**config.mk**
```make
export PLATFORM = sky130hd
export DESIGN_NAME = tft_draw_arb
export DESIGN_NICKNAME = d
export VERILOG_FILES = /design/src/rtl/tft_pkg.sv /design/src/rtl/tft_rr_pick.sv /design/src/rtl/tft_draw_arb.sv
export SDC_FILE = /design/constraint.sdc
export NUM_CORES = 1
export LEC_CHECK = 0
export ABC_AREA = 1
export CAP_MARGIN = 20
export CORE_UTILIZATION = 25
export DETAILED_ROUTE_END_ITERATION = 8
export HOLD_SLACK_MARGIN = 0.08
export PLACE_DENSITY = 0.54
export SYNTH_ARGS = -nofsm -noshare
export SYNTH_HDL_FRONTEND = slang
export SYNTH_SLANG_ARGS = --single-unit
```
**constraint.sdc**
```tcl
create_clock -name clk -period 4.5 [get_ports clk]
set_input_delay 0.9 -clock clk [delete_from_list [all_inputs] [get_ports clk]]
set_output_delay 0.9 -clock clk [all_outputs]
set_load 0.02 [all_outputs]
```
**src/rtl/tft_pkg.sv**
```systemverilog
// Shared definitions for the TFT draw arbiter.
//   - tft_state_e : arbiter FSM state encodings
//   - TFT_W       : coordinate / color width
//   - RGB565 field positions and widths, plus an rgb565() packing helper
package tft_pkg;

    localparam int unsigned TFT_W = 16;

    // RGB565 layout: rrrr rggg gggb bbbb
    localparam int unsigned RGB_R_LSB = 11;
    localparam int unsigned RGB_R_W   = 5;
    localparam int unsigned RGB_G_LSB = 5;
    localparam int unsigned RGB_G_W   = 6;
    localparam int unsigned RGB_B_LSB = 0;
    localparam int unsigned RGB_B_W   = 5;

    typedef enum logic [2:0] {
        FLUSH   = 3'd0,
        INIT_GO = 3'd1,
        DRAW_GO = 3'd2,
        WAIT_LO = 3'd3,
        IDLE    = 3'd4
    } tft_state_e;

    typedef struct packed {
        logic [TFT_W-1:0] xstart;
        logic [TFT_W-1:0] xend;
        logic [TFT_W-1:0] ystart;
        logic [TFT_W-1:0] yend;
    } tft_rect_t;

    // Pack separate channels into one RGB565 word.
    function automatic logic [TFT_W-1:0] rgb565(input logic [RGB_R_W-1:0] r,
                                                input logic [RGB_G_W-1:0] g,
                                                input logic [RGB_B_W-1:0] b);
        return (TFT_W'(r) << RGB_R_LSB) | (TFT_W'(g) << RGB_G_LSB) | (TFT_W'(b) << RGB_B_LSB);
    endfunction

endpackage

```
**src/rtl/tft_rr_pick.sv**
```systemverilog
// Combinational round-robin picker for the TFT draw arbiter.
//   req   : per-requester request levels
//   ptr   : search start index (last grant + 1, wrapped)
//   win   : winning requester index
//   valid : at least one eligible request
// Build option TFT_ARB_PRIO0_EN: requester 0 always wins when it requests;
// otherwise the search is pure round-robin over all requesters.
module tft_rr_pick #(
    parameter int unsigned N_REQ = 4,
    parameter int unsigned GNT_W = 2
) (
    input  logic [N_REQ-1:0] req,
    input  logic [GNT_W-1:0] ptr,
    output logic [GNT_W-1:0] win,
    output logic             valid
);

    // First set request found walking upward from ptr, wrapping at N_REQ.
    always_comb begin
        int unsigned      idx;
        logic [N_REQ-1:0] sh;
        win   = '0;
        valid = 1'b0;
        idx   = 0;
        sh    = '0;
        for (int unsigned k = 0; k < N_REQ; k++) begin
            idx = (32'(ptr) + k) % N_REQ;
            sh  = req >> idx;
            if (!valid && sh[0]) begin
                valid = 1'b1;
                win   = GNT_W'(idx);
            end
        end
`ifdef TFT_ARB_PRIO0_EN
        // Requester 0 (e.g. cursor overlay) pre-empts the rotation.
        if (req[0]) begin
            valid = 1'b1;
            win   = '0;
        end
`endif
    end

endmodule

```
**src/rtl/tft_draw_arb.sv**
```systemverilog
// Shares one TFT SPI controller among N_REQ rectangle/blit requesters.
// Runs the panel init sequence after reset and on reinit, then grants
// draw requests round-robin and drives the controller's init/draw/busy
// handshake.
// Ports:
//   clk, rstn                   : clock, async active-low reset
//   reinit                      : pulse, request panel re-initialisation
//   req / req_color / req_*     : per-requester request and rectangle (16-bit slices)
//   ack, done                   : per-requester one-cycle pulses
//   own                         : one-hot requester being served
//   cnext_o                     : controller cnext routed to the owner
//   init_done, err              : init complete / sticky busy timeout
//   tft_init, tft_draw, tft_*   : controller command and rectangle outputs
//   tft_busy, tft_cnext         : controller status inputs
// tft_color and cnext_o are combinational so color streaming has no lag.
// Build option TFT_ARB_PRIO0_EN (in tft_rr_pick): requester 0 has fixed
// highest priority.
module tft_draw_arb
    import tft_pkg::*;
#(
    parameter int unsigned N_REQ   = 4,
    parameter int unsigned GNT_W   = 2,
    parameter int unsigned BUSY_TO = 15
) (
    input  logic                   clk,
    input  logic                   rstn,
    input  logic                   reinit,
    input  logic [N_REQ-1:0]       req,
    input  logic [TFT_W*N_REQ-1:0] req_color,
    input  logic [TFT_W*N_REQ-1:0] req_xstart,
    input  logic [TFT_W*N_REQ-1:0] req_xend,
    input  logic [TFT_W*N_REQ-1:0] req_ystart,
    input  logic [TFT_W*N_REQ-1:0] req_yend,
    output logic [N_REQ-1:0]       ack,
    output logic [N_REQ-1:0]       done,
    output logic [N_REQ-1:0]       own,
    output logic [N_REQ-1:0]       cnext_o,
    output logic                   init_done,
    output logic                   err,
    output logic                   tft_init,
    output logic                   tft_draw,
    output logic [TFT_W-1:0]       tft_color,
    output logic [TFT_W-1:0]       tft_xstart,
    output logic [TFT_W-1:0]       tft_xend,
    output logic [TFT_W-1:0]       tft_ystart,
    output logic [TFT_W-1:0]       tft_yend,
    input  logic                   tft_busy,
    input  logic                   tft_cnext
);

    localparam int unsigned      TO_W    = $clog2(BUSY_TO + 1);
    localparam logic [TO_W-1:0]  TO_LAST = TO_W'(BUSY_TO - 1);

    tft_state_e       state_q, state_d;
    logic             flush_cnt_q, flush_cnt_d;
    logic [TO_W-1:0]  to_cnt_q, to_cnt_d;
    logic             op_init_q, op_init_d;
    logic             init_pend_q, init_pend_d;
    logic [GNT_W-1:0] g_q, g_d;
    logic [GNT_W-1:0] ptr_q, ptr_d;
    logic [N_REQ-1:0] own_q, own_d;
    logic [N_REQ-1:0] ack_q, ack_d;
    logic [N_REQ-1:0] done_q, done_d;
    logic             init_done_q, init_done_d;
    logic             err_q, err_d;
    logic             tft_init_q, tft_init_d;
    logic             tft_draw_q, tft_draw_d;
    tft_rect_t        rect_q, rect_d;

    logic [GNT_W-1:0] pick_win;
    logic             pick_valid;
    logic             pend_now;

    tft_rr_pick #(
        .N_REQ (N_REQ),
        .GNT_W (GNT_W)
    ) u_pick (
        .req   (req),
        .ptr   (ptr_q),
        .win   (pick_win),
        .valid (pick_valid)
    );

    // A reinit arriving in the IDLE evaluation cycle still beats requesters.
    assign pend_now = init_pend_q | reinit;

    // State and output registers.
    always_ff @(posedge clk or negedge rstn) begin
        if (!rstn) begin
            state_q     <= FLUSH;
            flush_cnt_q <= 1'b0;
            to_cnt_q    <= '0;
            op_init_q   <= 1'b0;
            init_pend_q <= 1'b1;
            g_q         <= '0;
            ptr_q       <= '0;
            own_q       <= '0;
            ack_q       <= '0;
            done_q      <= '0;
            init_done_q <= 1'b0;
            err_q       <= 1'b0;
            tft_init_q  <= 1'b0;
            tft_draw_q  <= 1'b0;
            rect_q      <= '0;
        end else begin
            state_q     <= state_d;
            flush_cnt_q <= flush_cnt_d;
            to_cnt_q    <= to_cnt_d;
            op_init_q   <= op_init_d;
            init_pend_q <= init_pend_d;
            g_q         <= g_d;
            ptr_q       <= ptr_d;
            own_q       <= own_d;
            ack_q       <= ack_d;
            done_q      <= done_d;
            init_done_q <= init_done_d;
            err_q       <= err_d;
            tft_init_q  <= tft_init_d;
            tft_draw_q  <= tft_draw_d;
            rect_q      <= rect_d;
        end
    end

    // Next-state and next-output logic.
    always_comb begin
        state_d     = state_q;
        flush_cnt_d = flush_cnt_q;
        to_cnt_d    = to_cnt_q;
        op_init_d   = op_init_q;
        init_pend_d = init_pend_q | reinit;
        g_d         = g_q;
        ptr_d       = ptr_q;
        own_d       = own_q;
        ack_d       = '0;
        done_d      = '0;
        init_done_d = init_done_q;
        err_d       = err_q;
        tft_init_d  = tft_init_q;
        tft_draw_d  = tft_draw_q;
        rect_d      = rect_q;

        unique case (state_q)
            // Controller is not reset with us: wait out any busy period it is in.
            FLUSH: begin
                if (tft_busy) begin
                    flush_cnt_d = 1'b0;
                end else if (flush_cnt_q) begin
                    flush_cnt_d = 1'b0;
                    state_d     = INIT_GO;
                    tft_init_d  = 1'b1;
                    op_init_d   = 1'b1;
                    to_cnt_d    = '0;
                    init_pend_d = 1'b0;
                    init_done_d = 1'b0;
                end else begin
                    flush_cnt_d = 1'b1;
                end
            end

            INIT_GO: begin
                if (tft_busy) begin
                    tft_init_d = 1'b0;
                    state_d    = WAIT_LO;
                end else if (to_cnt_q == TO_LAST) begin
                    err_d      = 1'b1;
                    tft_init_d = 1'b0;
                    state_d    = IDLE;
                end else begin
                    to_cnt_d = to_cnt_q + TO_W'(1);
                end
            end

            DRAW_GO: begin
                if (tft_busy) begin
                    tft_draw_d = 1'b0;
                    ack_d      = own_q;
                    state_d    = WAIT_LO;
                end else if (to_cnt_q == TO_LAST) begin
                    err_d      = 1'b1;
                    tft_draw_d = 1'b0;
                    own_d      = '0;
                    state_d    = IDLE;
                end else begin
                    to_cnt_d = to_cnt_q + TO_W'(1);
                end
            end

            WAIT_LO: begin
                if (!tft_busy) begin
                    state_d = IDLE;
                    if (op_init_q) begin
                        init_done_d = 1'b1;
                    end else begin
                        done_d = own_q;
                        own_d  = '0;
                    end
                end
            end

            IDLE: begin
                if (pend_now) begin
                    state_d     = INIT_GO;
                    tft_init_d  = 1'b1;
                    op_init_d   = 1'b1;
                    to_cnt_d    = '0;
                    init_pend_d = 1'b0;
                    init_done_d = 1'b0;
                end else if (init_done_q && pick_valid) begin
                    state_d       = DRAW_GO;
                    tft_draw_d    = 1'b1;
                    op_init_d     = 1'b0;
                    to_cnt_d      = '0;
                    g_d           = pick_win;
                    own_d         = N_REQ'(1) << pick_win;
                    ptr_d         = (32'(pick_win) == N_REQ - 1) ? '0 : pick_win + GNT_W'(1);
                    rect_d.xstart = TFT_W'(req_xstart >> (TFT_W * 32'(pick_win)));
                    rect_d.xend   = TFT_W'(req_xend   >> (TFT_W * 32'(pick_win)));
                    rect_d.ystart = TFT_W'(req_ystart >> (TFT_W * 32'(pick_win)));
                    rect_d.yend   = TFT_W'(req_yend   >> (TFT_W * 32'(pick_win)));
                end
            end

            default: begin
                state_d = FLUSH;
            end
        endcase
    end

    assign ack        = ack_q;
    assign done       = done_q;
    assign own        = own_q;
    assign init_done  = init_done_q;
    assign err        = err_q;
    assign tft_init   = tft_init_q;
    assign tft_draw   = tft_draw_q;
    assign tft_xstart = rect_q.xstart;
    assign tft_xend   = rect_q.xend;
    assign tft_ystart = rect_q.ystart;
    assign tft_yend   = rect_q.yend;

    // Live color from the owner; zero when nobody is being served.
    assign tft_color = (|own_q) ? TFT_W'(req_color >> (TFT_W * 32'(g_q))) : '0;
    assign cnext_o   = own_q & {N_REQ{tft_cnext}};

endmodule

```
==> metrics.txt <==
DR iter-0 viols=363; Tightest Pin Transition=946 ps; Post-synth top flop=dfrtp_1; Starting Density=25.5%; die span in x=176 um; DRC=0; GRT Residual Overflow=0; Die Y=176 um; WL met3=2.65 mm; post-route ant nets=0; Syn-to-layout area delta=64.6%; Max Cap Viol=0; placed cell area=12200 um^2; leading area contributor after synthesis=dfrtp_1; top cells by instance count after synthesis=517 x nand2_1, 188 x nor2_1, 147 x inv_1; via count=9330; # rows=63; Met1 Routed Length=13.2 mm; Fin Clk Skew=11.7 ps; Max Clk Rate=296 MHz; area of the die=31000 um^2; Peak VDD IR=0.487 mV; Critical Path RT=3600 ps; Worst Setup End Kind=output pin; Synth top area share=30.8%; dpl hpwl=25.5 mm; dpl cells=2054; Rel. slew slack=36.9%; first-pass GRT wire length=51.8 mm; share of layout cells above drive strength 1=6.01%; fill cell count=3216; io pins=429; setup TNS=0 ps; critical path class=input port to output pin; Ys Warns=0; EDFF count, synth=0; ant diodes=0; Top Layer Used=met5; total CTS buffers=9; multi-input logic area=4290 um^2; min cycle time layout=3380 ps; count leader, synth=nand2_1; final setup vio count=0; cell area after layout=12500 um^2; Pleak=6.35 nW; final hold violation count=0; Sequential cell area=2350 um^2; post-route insts no fill=2070; initial antenna violation count=1; post-synthesis sequential area ratio=31.1%; IO Port Bufs=428; mapped cell area=7570 um^2; clk buf depth=2; number of global-route vias before repair=9318; Clock Tree Root=clkbuf_16; final net count=2010; HP Class=flip-flop to flip-flop; synth top area cells=dfrtp_1 31%, nand2_1 26%, nor2_1 9.3%; drt pass-1 iters=4; CP startpoint kind=input port; Post-CTS Setup Inserts=0; routed length on met2=17.7 mm; vias per std cell=4.51; Clock Pin Slew Worst Setup and Hold Paths=80 ps; CTS tree=yes; wire per inst=16.5 um; cts hold-fix bufs=0; GP Congestion=0.904; Final Cycle Share=75.1%; crit path DAT=2480 ps; async set-or-reset flop fraction in the synthesized netlist=100%; Num Clock Sinks=94; syn avg cell area=5.87 um^2; Syn Inst Count=1289; status=completed; All-Layer GR Usage=21.8%; RSZ-0062 raised after global routing=false; maximum fanout along the worst path=1; Yosys cell types=37; net count after synthesis=1624; Max Slew Vio Count=0; drt total wl=34.1 mm; post-CTS sizing=0; Yosys reg bits=94; largest net degree at the start of global routing=71; H-tree levels=3; clk_lat worst skew=340 ps; placeable core region=29700 um^2; Pwr Density=647 nW/um^2; Power, Total=8.06 mW
[cells in the final DEF (no fill, tap or decap), types with 6 or more instances in the layout]
master / count
nand3_1: 24
clkdlybuf4s50_1: 427
inv_1: 147
or2_1: 13
nor2_1: 188
dfrtp_1: 93
nand4_1: 70
o21ai_0: 55
nand2_1: 517
ha_1: 6
a21oi_1: 22
or2_2: 43
nor3_1: 6
clkbuf_16: 9
buf_4: 18
[critical path, stage by stage]
cell             delay, ps
clkdlybuf4s50_1        450
nor2_1                  40
nor2_1                 170
o21ai_0                120
a21oi_1                180
clkdlybuf4s50_1        620
[sequential cells by signal (all words and copies together) (netlist names), 2 cells and up]
register	flops
ptr_q	2
tft_xstart	16
tft_yend	16
to_cnt_q	4
tft_ystart	16
g_q	2
state_q	3
ack	4
tft_xend	16
done	4
own	4
[cells by family (layout without fill, tap and decap cells)]
family          after synthesis  count (layout)  synth area share (%)
xor+xnor                      2               2                 0.232
flops                        94              94                  31.1
simple gates                879             879                  49.4
fa+ha+maj                     6               6                 0.992
compound gates               83              83                  5.80
buf+inv                     225             616                  12.5
[per-stage QoR]
step | setup WS (ps) | utilization (%) | hold slack, ps
floorplan | 1960 | - | 484
global placement | 1010 | 40.9 | 475
detailed placement | 948 | 40.9 | 485
CTS | 1120 | 41.9 | 507
global route | 1010 | 41.9 | 552
finish | 1120 | 41.9 | 511
[area by class of cell]
type	count	share of cell area [%]
clock buffers	9	1.81
repair buffers	447	35.7
multi-input cells	970	34.4
clock inverters	7	0.603
inverters	153	4.63
well taps	390	3.92
flip-flops and latches	94	18.9
[power breakdown]
group | internal [mW] | switching, mW | total (mW)
Sequential | 1.16 | 0.210 | 1.37
Combinational | 2.14 | 3.74 | 5.88
Clock | 0.395 | 0.406 | 0.801
[worst paths after layout]
check                         startpoint            end  slack (ps)  cells past startpoint
setup / recovery           req_color[10]  tft_color[10]        1120                      6
hold / removal                       err            err         510                      1
setup reg to reg                ptr_q[0]   tft_yend[11]        1680                     14
hold reg to reg                      err            err         510                      1
max in group asynchronous           rstn    init_pend_q        2780                      2
min in group asynchronous           rstn    tft_yend[4]         680                      1
[routing by layer]
layer,GRT usage (%),vias up
met4,4.93,2
li1,-,4713
met1,23.5,4251
met3,5.92,28
met5,0,-
met2,41.7,336
Note: power is estimated with default switching activity, not from simulation.
